[config.mk]
export PLATFORM = sky130hd
export DESIGN_NAME = commu_m_regbank
export DESIGN_NICKNAME = d
export VERILOG_FILES = /design/src/rtl/commu_m_regbank.sv
export SDC_FILE = /design/constraint.sdc
export NUM_CORES = 1
export LEC_CHECK = 0
export CAP_MARGIN = 20
export CORE_MARGIN = 2
export CORE_UTILIZATION = 35
export DETAILED_ROUTE_END_ITERATION = 10
export GPL_ROUTABILITY_DRIVEN = 0
export PLACE_DENSITY_LB_ADDON = 0.08
export SYNTH_ARGS = -nofsm -noshare
export SYNTH_HDL_FRONTEND = slang
export SYNTH_SLANG_ARGS = --single-unit
[constraint.sdc]
create_clock -name clk_sys -period 6.5 [get_ports clk_sys]
set_input_delay 1.3 -clock clk_sys [delete_from_list [all_inputs] [get_ports clk_sys]]
set_output_delay 1.3 -clock clk_sys [all_outputs]
set_load 0.005 [all_outputs]
[src/rtl/commu_m_regbank.sv]
`default_nettype none
// ============================================================================
//  Module   : commu_m_regbank
//  Purpose  : fx-bus register bank for one functional module. Decodes writes
//             and reads addressed to mod_id and provides config registers
//             with write strobes, sticky read-to-clear status registers, a
//             key-protected write lock with a saturating rejected-write
//             counter, and ID / version readback.
//  Ports    : clk_sys, rst         - clock, synchronous active-high reset
//             mod_id               - module id, matched against addr[13:8]
//             fx_waddr/fx_wr/fx_data - write channel
//             fx_raddr/fx_rd/fx_q  - read channel, fx_q registered, 1 cycle
//             cfg_q / cfg_wstb     - config contents and write pulses
//             stat_evt             - status event bits, sampled every cycle
//             cfg_locked           - current lock state
//  Revision : 1.0 - initial release
// ============================================================================
module commu_m_regbank #(
   parameter int                 DW        = 8,
   parameter int                 NREG      = 8,
   parameter int                 NSTAT     = 4,
   parameter int                 CFG_BASE  = 8'h80,
   parameter int                 STAT_BASE = 8'h40,
   parameter logic [NREG*DW-1:0] RST_VAL   = '0,
   parameter bit                 LOCK_EN   = 1'b1,
   parameter logic [7:0]         KEY       = 8'hA5,
   parameter logic [7:0]         VERSION   = 8'h02
) (
   input  logic                  clk_sys,
   input  logic                  rst,
   input  logic [5:0]            mod_id,
   input  logic [15:0]           fx_waddr,
   input  logic                  fx_wr,
   input  logic [DW-1:0]         fx_data,
   input  logic [15:0]           fx_raddr,
   input  logic                  fx_rd,
   output logic [DW-1:0]         fx_q,
   output logic [NREG*DW-1:0]    cfg_q,
   output logic [NREG-1:0]       cfg_wstb,
   input  logic [NSTAT*DW-1:0]   stat_evt,
   output logic                  cfg_locked
);

   localparam int         NS          = (NSTAT > 0) ? NSTAT : 1;
   localparam logic [7:0] C_ADDR_ID   = 8'h00;
   localparam logic [7:0] C_ADDR_VER  = 8'h01;
   localparam logic [7:0] C_ADDR_ERR  = 8'hFE;
   localparam logic [7:0] C_ADDR_LOCK = 8'hFF;

   // Elaboration-time sanity check of the address map and sizes.
   generate
      if ((DW < 8) || (DW > 32) || (NREG < 1) || (NREG > 64) ||
          (NSTAT < 0) || (NSTAT > 16) ||
          (CFG_BASE < 2) || (CFG_BASE + NREG - 1 > 253) ||
          ((NSTAT > 0) && ((STAT_BASE < 2) || (STAT_BASE + NSTAT - 1 > 253) ||
                           !((STAT_BASE + NSTAT <= CFG_BASE) ||
                             (CFG_BASE + NREG <= STAT_BASE))))) begin : g_bad_map
         $error("commu_m_regbank: illegal parameter set or overlapping address map");
      end
   endgenerate

   // ---------------------------------------------------------------- decode
   logic       w_now_wr, w_now_rd;
   logic [7:0] w_wa, w_ra;
   logic       w_lock_wr, w_err_wr;
   logic       w_unused;

   assign w_now_wr  = fx_wr & (fx_waddr[13:8] == mod_id);
   assign w_now_rd  = fx_rd & (fx_raddr[13:8] == mod_id);
   assign w_wa      = fx_waddr[7:0];
   assign w_ra      = fx_raddr[7:0];
   assign w_lock_wr = w_now_wr & (w_wa == C_ADDR_LOCK);
   assign w_err_wr  = w_now_wr & (w_wa == C_ADDR_ERR);
   // Upper address bits carry no meaning for this bank.
   assign w_unused  = &{1'b0, fx_waddr[15:14], fx_raddr[15:14]};

   // ------------------------------------------------------------------ lock
   logic r_locked;

   generate
      if (LOCK_EN) begin : g_lock
         always_ff @(posedge clk_sys) begin
            if (rst)
               r_locked <= 1'b1;
            else if (w_lock_wr)
               r_locked <= (fx_data[7:0] != KEY);
         end
      end else begin : g_nolock
         assign r_locked = 1'b0;
      end
   endgenerate

   assign cfg_locked = r_locked;

   // ------------------------------------------------------- config registers
   logic [DW-1:0]   r_cfg [NREG];
   logic [NREG-1:0] w_cfg_hit;
   logic [NREG-1:0] r_wstb;

   generate
      for (genvar gi = 0; gi < NREG; gi++) begin : g_cfg
         assign w_cfg_hit[gi] = w_now_wr & (int'(w_wa) == CFG_BASE + gi);

         always_ff @(posedge clk_sys) begin
            if (rst) begin
               r_cfg[gi]  <= RST_VAL[gi*DW +: DW];
               r_wstb[gi] <= 1'b0;
            end else begin
               // Strobe is registered so it lines up with the new cfg_q value.
               r_wstb[gi] <= w_cfg_hit[gi] & ~r_locked;
               if (w_cfg_hit[gi] && !r_locked)
                  r_cfg[gi] <= fx_data;
            end
         end

         assign cfg_q[gi*DW +: DW] = r_cfg[gi];
      end
   endgenerate

   assign cfg_wstb = r_wstb;

   // ----------------------------------------------- rejected-write counter
   logic [7:0] r_errcnt;

   always_ff @(posedge clk_sys) begin
      if (rst)
         r_errcnt <= 8'h00;
      else if (w_err_wr)
         r_errcnt <= 8'h00;
      else if ((|w_cfg_hit) && r_locked && (r_errcnt != 8'hFF))
         r_errcnt <= r_errcnt + 8'h01;
   end

   // ------------------------------------------------------ status registers
   logic [DW-1:0] r_stat [NS];

   generate
      if (NSTAT > 0) begin : g_stat_on
         for (genvar gs = 0; gs < NSTAT; gs++) begin : g_stat
            logic w_clr;
            assign w_clr = w_now_rd & (int'(w_ra) == STAT_BASE + gs);

            // On the clearing read the new events are loaded instead of
            // OR-ed, so nothing arriving in that cycle is dropped.
            always_ff @(posedge clk_sys) begin
               if (rst)
                  r_stat[gs] <= '0;
               else if (w_clr)
                  r_stat[gs] <= stat_evt[gs*DW +: DW];
               else
                  r_stat[gs] <= r_stat[gs] | stat_evt[gs*DW +: DW];
            end
         end
      end else begin : g_stat_off
         assign r_stat[0] = '0;
      end
   endgenerate

   // --------------------------------------------------------------- readback
   logic [DW-1:0] w_rdata;

   always_comb begin
      w_rdata = '0;
      if (w_ra == C_ADDR_ID)
         w_rdata[5:0] = mod_id;
      else if (w_ra == C_ADDR_VER)
         w_rdata[7:0] = VERSION;
      else if (w_ra == C_ADDR_ERR)
         w_rdata[7:0] = r_errcnt;
      else if (w_ra == C_ADDR_LOCK)
         w_rdata[0] = r_locked;
      for (int i = 0; i < NREG; i++)
         if (int'(w_ra) == CFG_BASE + i)
            w_rdata = r_cfg[i];
      for (int i = 0; i < NSTAT; i++)
         if (int'(w_ra) == STAT_BASE + i)
            w_rdata = r_stat[i];
   end

   // Read data is zero whenever the previous cycle carried no accepted read.
   always_ff @(posedge clk_sys) begin
      if (rst)
         fx_q <= '0;
      else
         fx_q <= w_now_rd ? w_rdata : '0;
   end

endmodule
`default_nettype wire

---- Word-level counts from Yosys, hierarchy flattened ----
Memory sizes are Yosys's and may differ from the RTL's.
Index checks and enable logic that the tools add are counted.
storage, ports and cells
  register bits ........................... 25
  RAM bits ................................ 96
  output and inout bits ................... 81
  logic and storage cells ................. 188
  memories ................................ 2
memory list
  name    words  width  rd ports  clocked after Yosys merged registers in  write ports  line  text
  r_cfg   8      8      8         0                                        8            96    logic [DW-1:0] r_cfg [NREG];
  r_stat  4      8      4         0                                        4            135   logic [DW-1:0] r_stat [NS];
operators by class
  $add $sub $neg .......................... 1
  equal/unequal tests ..................... 29
  mux-type cells .......................... 84
  bitwise logic cells ..................... 46
  reduce and logical (&&, ||, !) cells .... 15
operators by type and width
  cell                                                 count
  2-to-1 mux 8 bit                                     29
  equality test 8 bit, second input constant           24
  2-to-1 mux 1 bit                                     52
  OR 8 bit                                             4
  AND 1 bit                                            24
  != test 8 bit, second input constant                 2
  OR 1 bit                                             16
  equality test 6 bit                                  2
  logical AND 1 bit                                    10
  adder 8 x 1 -> 8 bit, second input constant          1
  equality test 8 x 1 -> 1 bit, second input constant  1
  zero test 8 bit                                      1
  OR reduction 8 bit                                   1
  2-to-1 mux 7 bit                                     1
  2-to-1 mux 6 bit                                     1
  OR reduction 2 bit                                   2
  2-to-1 mux 2 bit                                     1
  NOT 1 bit                                            2
  zero test 1 bit                                      1

---- Longest topological paths before layout ----
Gate-level depths: netlist of the first run.
  depth after elaboration ................. 17
  gate-level depth with buffers ........... 8
  depth with buffers taken out ............ 6

---- Worst setup path after synthesis of the first run ----
Ideal clock, no wire load.
  path type ............................... input to register
  start point ............................. in fx_waddr[5]
  end point ............................... mem r_cfg[0][0], enable pin
  arrival time ............................ 2.709 ns
  data required time ...................... 6.174 ns
  slack ................................... 3.466 ns
  stages on the path ...................... 5
  cell sequence ........................... or4b_4 nor3_1 nor4b_2 clkbuf_1 a21o_1
RTL lines
  item         line  text
  from (decl)  32    input logic [15:0] fx_waddr,
  to (decl)    96

==> results_dict.tcl, run 1 <==
set metrics [dict create \
    status "completed" \
    root_buffer "clkbuf_16" \
    core_area_um2 17960 \
    critPathRequiredTime_ns 6.78 \
    grt_pass1_vias 5584 \
    cts_hold_buf 0 \
    hp-class "reg2reg" \
    fin_hold_ws_ns 0.5571 \
    vias 5456 \
    insertion_delay_ns 0.42 \
    worst_pin_slew_ns 0.9108 \
    powerDensity_nw_per_um2 235.3 \
    dieArea_um2 19390 \
    rsz0062_at_grt "no" \
    cap_violations 0 \
    ys_seq_area_share_pct 52.83 \
    final_util_pct 49.15 \
    synth_top_area_share_pct 45.02 \
    p_leak_nw 3.314 \
    arrival_ns 4.03 \
    antenna_found_initial 0 \
    fmax_mhz 267.3 \
    setup_viol 0 \
    peakVddDrop_mv 0.1872 \
    fin_cells 990 \
    io_buffers 158 \
    ys_ff_latch 121 \
    initial_core_util_pct 35.65 \
    cts_resized 0 \
    cp_max_fo 12 \
    synth-edff-count 96 \
    yosysTopAreaCell "edfxtp_1" \
    num_rows 49 \
    first_pass_iters 5 \
    grt-ovfl-total 0 \
    cts_tree "yes" \
    ys_warn_count 0 \
    routed_wl_mm 21.35 \
    async_reset_ff_share_pct 0 \
    hold_viol 0 \
    antenna_left 0 \
    area_growth_pct 37.87 \
    grt_max_degree 48 \
    synth_area_um2 6404 \
    nNetsFinal 831 \
    viasPerCell 5.511 \
    htreeDepth 4 \
    die_y_um 139.3 \
    synthFlopType "edfxtp_1" \
    antenna_cells 0 \
    post_cts_buffers 0 \
    dp_hpwl_mm 15.47 \
    netlist_instances 573 \
    ys_types 72 \
    cp-end-kind "register" \
    dr.first_iter.drc_count 461 \
    drc_errors 0 \
    path_clk_slew_ns 0.06 \
    placed_cells 956 \
    netlist_top_cells_area "edfxtp_1, dfxtp_1, and3_1, a21oi_1, mux2i_1" \
    ioPinCount 163 \
    nFillCells 1639 \
    drive_above_1_share_pct 10.25 \
    period_minus_slack_ns 3.741 \
    grt_pass1_wl_mm 32.64 \
    crit_type "in2reg" \
    crit_path_start_kind "input pin" \
    skew_ns 0.005104 \
    cts_sinks 121 \
    cts-buffers-inserted 17 \
    min_period_over_period_pct 57.55 \
    dieWidth_um 139.3 \
    slew_headroom_pct 39.12 \
    avgRoutedWirePerCell_um 21.56 \
    maxSlewViolCount 0 \
    clock_path_buffers 2 \
    tns_ns 0 \
    grt_usage_pct 22.17 \
    synth.avg_cell_area_um2 11.18 \
]
==> path summary, 6_finish.rpt <==
kind	start	endpoint	slack [ns]	cells past startpoint
max	mod_id[1]	r_cfg[1][6]	2.76	6
min	r_errcnt[4]	r_errcnt[5]	0.56	2
max reg2reg	cfg_locked	r_errcnt[1]	4.73	5
min reg2reg	r_errcnt[4]	r_errcnt[5]	0.56	2
==> report_power, final <==
part	switching [W]	internal, W	total, W
Clock	0.000361	0.000626	0.000987
Sequential	0.0000207	0.000865	0.000886
Combinational	0.000106	0.0000993	0.000205
==> routing by layer <==
metal  global-route usage (%)  up-vias  routed length (um)
met3                    4.646       34                1809
met1                    30.62     2651                9280
li1                         -     2496                   -
met5                        0        -                   0
met4                    8.719        0                 463
met2                    34.21      275                9796
==> kinds of logic after synthesis <==
logic type	synth area share, %
and+or+nand+nor	21.55
other	0.05856
adders and majority gates	0.1954
muxes	5.686
DFF	52.83
buffers and inverters	4.103
AOI/OAI and AO/OA	13.66
xor gates and xnor gates	1.915
==> through the flow <==
step	cell area, um^2	power, W	setup WS, ns
after floorplan	6520	0.0009821	3.466
after global placement	8193	0.001102	2.332
after detailed placement	8193	0.001105	2.271
after CTS	8813	0.002085	2.705
after global routing	8828	0.002135	2.583
final	8828	0.002077	2.759
==> worst max-delay path, cell delays in order <==
cell and delay [ns]:
clkdlybuf4s50_1 0.51, xnor2_1 0.26, nand4_2 0.39, nor4b_2 0.89, and3_1 0.47, and2_1 0.20
==> area by class of cell <==
cell class                      instances  area (um^2)  area share [%]
Clock buffer                           19        452.9           5.130
Sequential cell                       121         3383           38.32
Inverter                                9        33.78          0.3827
Tap cell                              229        286.5           3.245
Multi-Input combinational cell        434         2880           32.62
Timing Repair Buffer                  165         1624           18.40
Clock inverter                         13        167.7           1.899
==> registers in the layout (all words and copies together) (netlist names) <==
register	count
r_errcnt	8
cfg_locked	1
cfg_wstb	8
r_cfg	64
fx_q	8
r_stat	32
==> cell usage in the layout, fill, tap and decap left out, types with 17 or more instances in the layout <==
cell / Yosys / layout
a21oi_1: 48 / 48
and2_1: 36 / 36
and3_1: 39 / 39
clkbuf_16: 0 / 17
clkdlybuf4s50_1: 0 / 156
conb_1: 1 / 32
dfxtp_1: 25 / 25
edfxtp_1: 96 / 96
mux2i_1: 24 / 24
nand2_1: 23 / 23
nor2_1: 50 / 50
nor3_1: 17 / 17
==> synth_stat cells, types with 7 or more instances <==
library cell and n:
nor4_1 9, mux2i_1 24, o21ai_0 9, a21oi_1 48, dfxtp_1 25, and3_1 39
xnor2_1 11, clkbuf_1 15, nand2_1 23, and2_1 36, buf_4 8, inv_1 8
nor3_1 17, edfxtp_1 96, a32o_1 8, nand3_1 7, nor2_1 50, buf_2 12
Power figures use the tool's default switching activity.
==> run 2: changes to the inputs <==
Clock period 6.5 ns to 3.8 ns, I/O delays scaled along.
==> run 2 against run 1 <==
- non-clock buffer count up 10
- critical path depth unchanged
- sequential power up 70%
- global-route usage down 0.72 points
- routed wire length down 0.75%
- die area unchanged
- first-iteration DRC count up 1.1%
- total power up 69%
- clock power up 66%
==> results_dict.tcl, run 2 (synthesis results as in run 1) <==
set metrics [dict create \
    slew_headroom_pct 49.75 \
    clock_path_buffers 2 \
    rr_startpoint "cfg_locked" \
    hold_viol 0 \
    crit_buf_inv 1 \
    avgRoutedWirePerCell_um 21.19 \
    initial_core_util_pct 35.65 \
    antenna_cells 0 \
    post_cts_buffers 0 \
    cts_sinks 121 \
    skew_ns 0.009937 \
    htreeDepth 4 \
    grt_pass1_wl_mm 31.71 \
    fmax_mhz 357.7 \
    nFillCells 1651 \
    cts_resized 0 \
    cts_hold_buf 0 \
    insertion_delay_ns 0.42 \
    dp_hpwl_mm 15.85 \
    rsz0062_at_grt "no" \
    routed_wl_mm 21.19 \
    cts_tree "yes" \
    pre_cts_ws_ns 0.5891 \
    layout_common_cells "clkdlybuf4s50_1, edfxtp_1, nor2_1" \
    arrival_ns 3.07 \
    dieArea_um2 19390 \
    maxSlewViolCount 0 \
    grt_pass1_vias 5298 \
    rr_worst_depth 5 \
    final_common_cell "clkdlybuf4s50_1" \
    drc_errors 0 \
    regToRegEndpoint "r_errcnt[6]" \
    grt_max_degree 33 \
    viasPerCell 5.369 \
    powerDensity_nw_per_um2 394.9 \
    r2r_slack_ns 2.05 \
    crit_type "in2reg" \
    cts-buffers-inserted 17 \
    min_period_over_period_pct 73.57 \
    p_leak_nw 3.358 \
    dieWidth_um 139.3 \
    peakVddDrop_mv 0.3006 \
    largest-register "r_cfg" \
    io_buffers 158 \
    crit_family "simple AND/OR/NAND/NOR gates" \
    whs_path_depth 2 \
    status "completed" \
    path_cells "clkdlybuf4s50_1 -> or3_1 -> or2_2 -> o21a_1 -> o32ai_1 -> a211oi_2" \
    core_area_um2 17960 \
    drive_above_1_share_pct 11.28 \
    period_minus_slack_ns 2.796 \
    critPathRequiredTime_ns 4.07 \
    grt-ovfl-total 0 \
    num_rows 49 \
    root_buffer "clkbuf_16" \
    path_clk_slew_ns 0.05 \
    ioPinCount 163 \
    largest_register_ff_count 64 \
    fin_ws_ns 1.004 \
    area_growth_pct 38.69 \
    dr.first_iter.drc_count 466 \
    cpPeakStageDelay_ns 0.57 \
    antenna_left 0 \
    nNetsFinal 841 \
    power_w 0.003507 \
    crit_path_start_kind "input pin" \
    grt_usage_pct 21.44 \
    antenna_found_initial 0 \
    holdPathEnd "r_errcnt[5]" \
    reg.largest.list "r_cfg (64), r_stat (32)" \
    vias 5369 \
    hp-start "r_errcnt[4]" \
    die_y_um 139.3 \
    hp-class "reg2reg" \
    first_pass_iters 5 \
    cap_violations 0 \
    worst_pin_slew_ns 0.7537 \
    tns_ns 0 \
    crit_slowest_cell "or3_1" \
    cp-end-kind "register" \
    setup_viol 0 \
    cp_max_fo 10 \
]
==> run 2: worst max path at each step <==
stage                           start            to  depth (start not counted)  slack (ns)
after floorplan           fx_waddr[5]   r_cfg[0][0]                          5        1.31
after global placement    fx_raddr[3]       fx_q[0]                          6        0.62
after detailed placement  fx_raddr[5]       fx_q[0]                          6        0.59
after CTS                 fx_raddr[5]       fx_q[0]                          6        1.03
after global routing        mod_id[1]  r_cfg[1][30]                          6        0.92
final                     fx_raddr[5]       fx_q[0]                          6        1.00
==> run 2: worst register-to-register path: stages (launching register included) <==
cell     delay, ns
dfxtp_1       0.39
inv_1         0.16
or3_4         0.48
nor3_1        0.31
and4b_1       0.25
nor3_1        0.04
==> run 2: layer usage <==
layer	track usage, %	up-vias	part of all wire, %
met5	0	-	0
met3	4.164	20	6.4
met4	5.635	0	1.2
met1	29.89	2613	46
met2	34.39	224	47
li1	-	2512	-
==> run 2: metrics by stage <==
stage	area (um^2)	std cells	utilization (%)	hold WS, ns
2_1_floorplan	6520	604	-	0.5031
3_3_place_gp	8269	967	46.03	0.5251
3_5_place_dp	8269	967	46.03	0.5456
4_1_cts	8874	999	49.40	0.5478
5_1_grt	8881	1000	49.44	0.5766
6_report	8881	1000	49.44	0.5555
==> run 2: where the power goes <==
part / internal, W / leakage [nW] / switching [W]
clock network: 0.00102 / 0.294 / 0.000614
registers: 0.00148 / 1.18 / 0.0000351
logic: 0.000174 / 1.88 / 0.000180
==> run 2: area by class of cell <==
type | instances | area, um^2 | share of cell area [%]
Sequential cell | 121 | 3383 | 38.10
Multi-Input combinational cell | 434 | 2874 | 32.36
Tap cell | 229 | 286.5 | 3.226
Clock buffer | 20 | 466.7 | 5.255
Inverter | 9 | 33.78 | 0.3804
Timing Repair Buffer | 175 | 1699 | 19.13
Clock inverter | 12 | 137.6 | 1.550
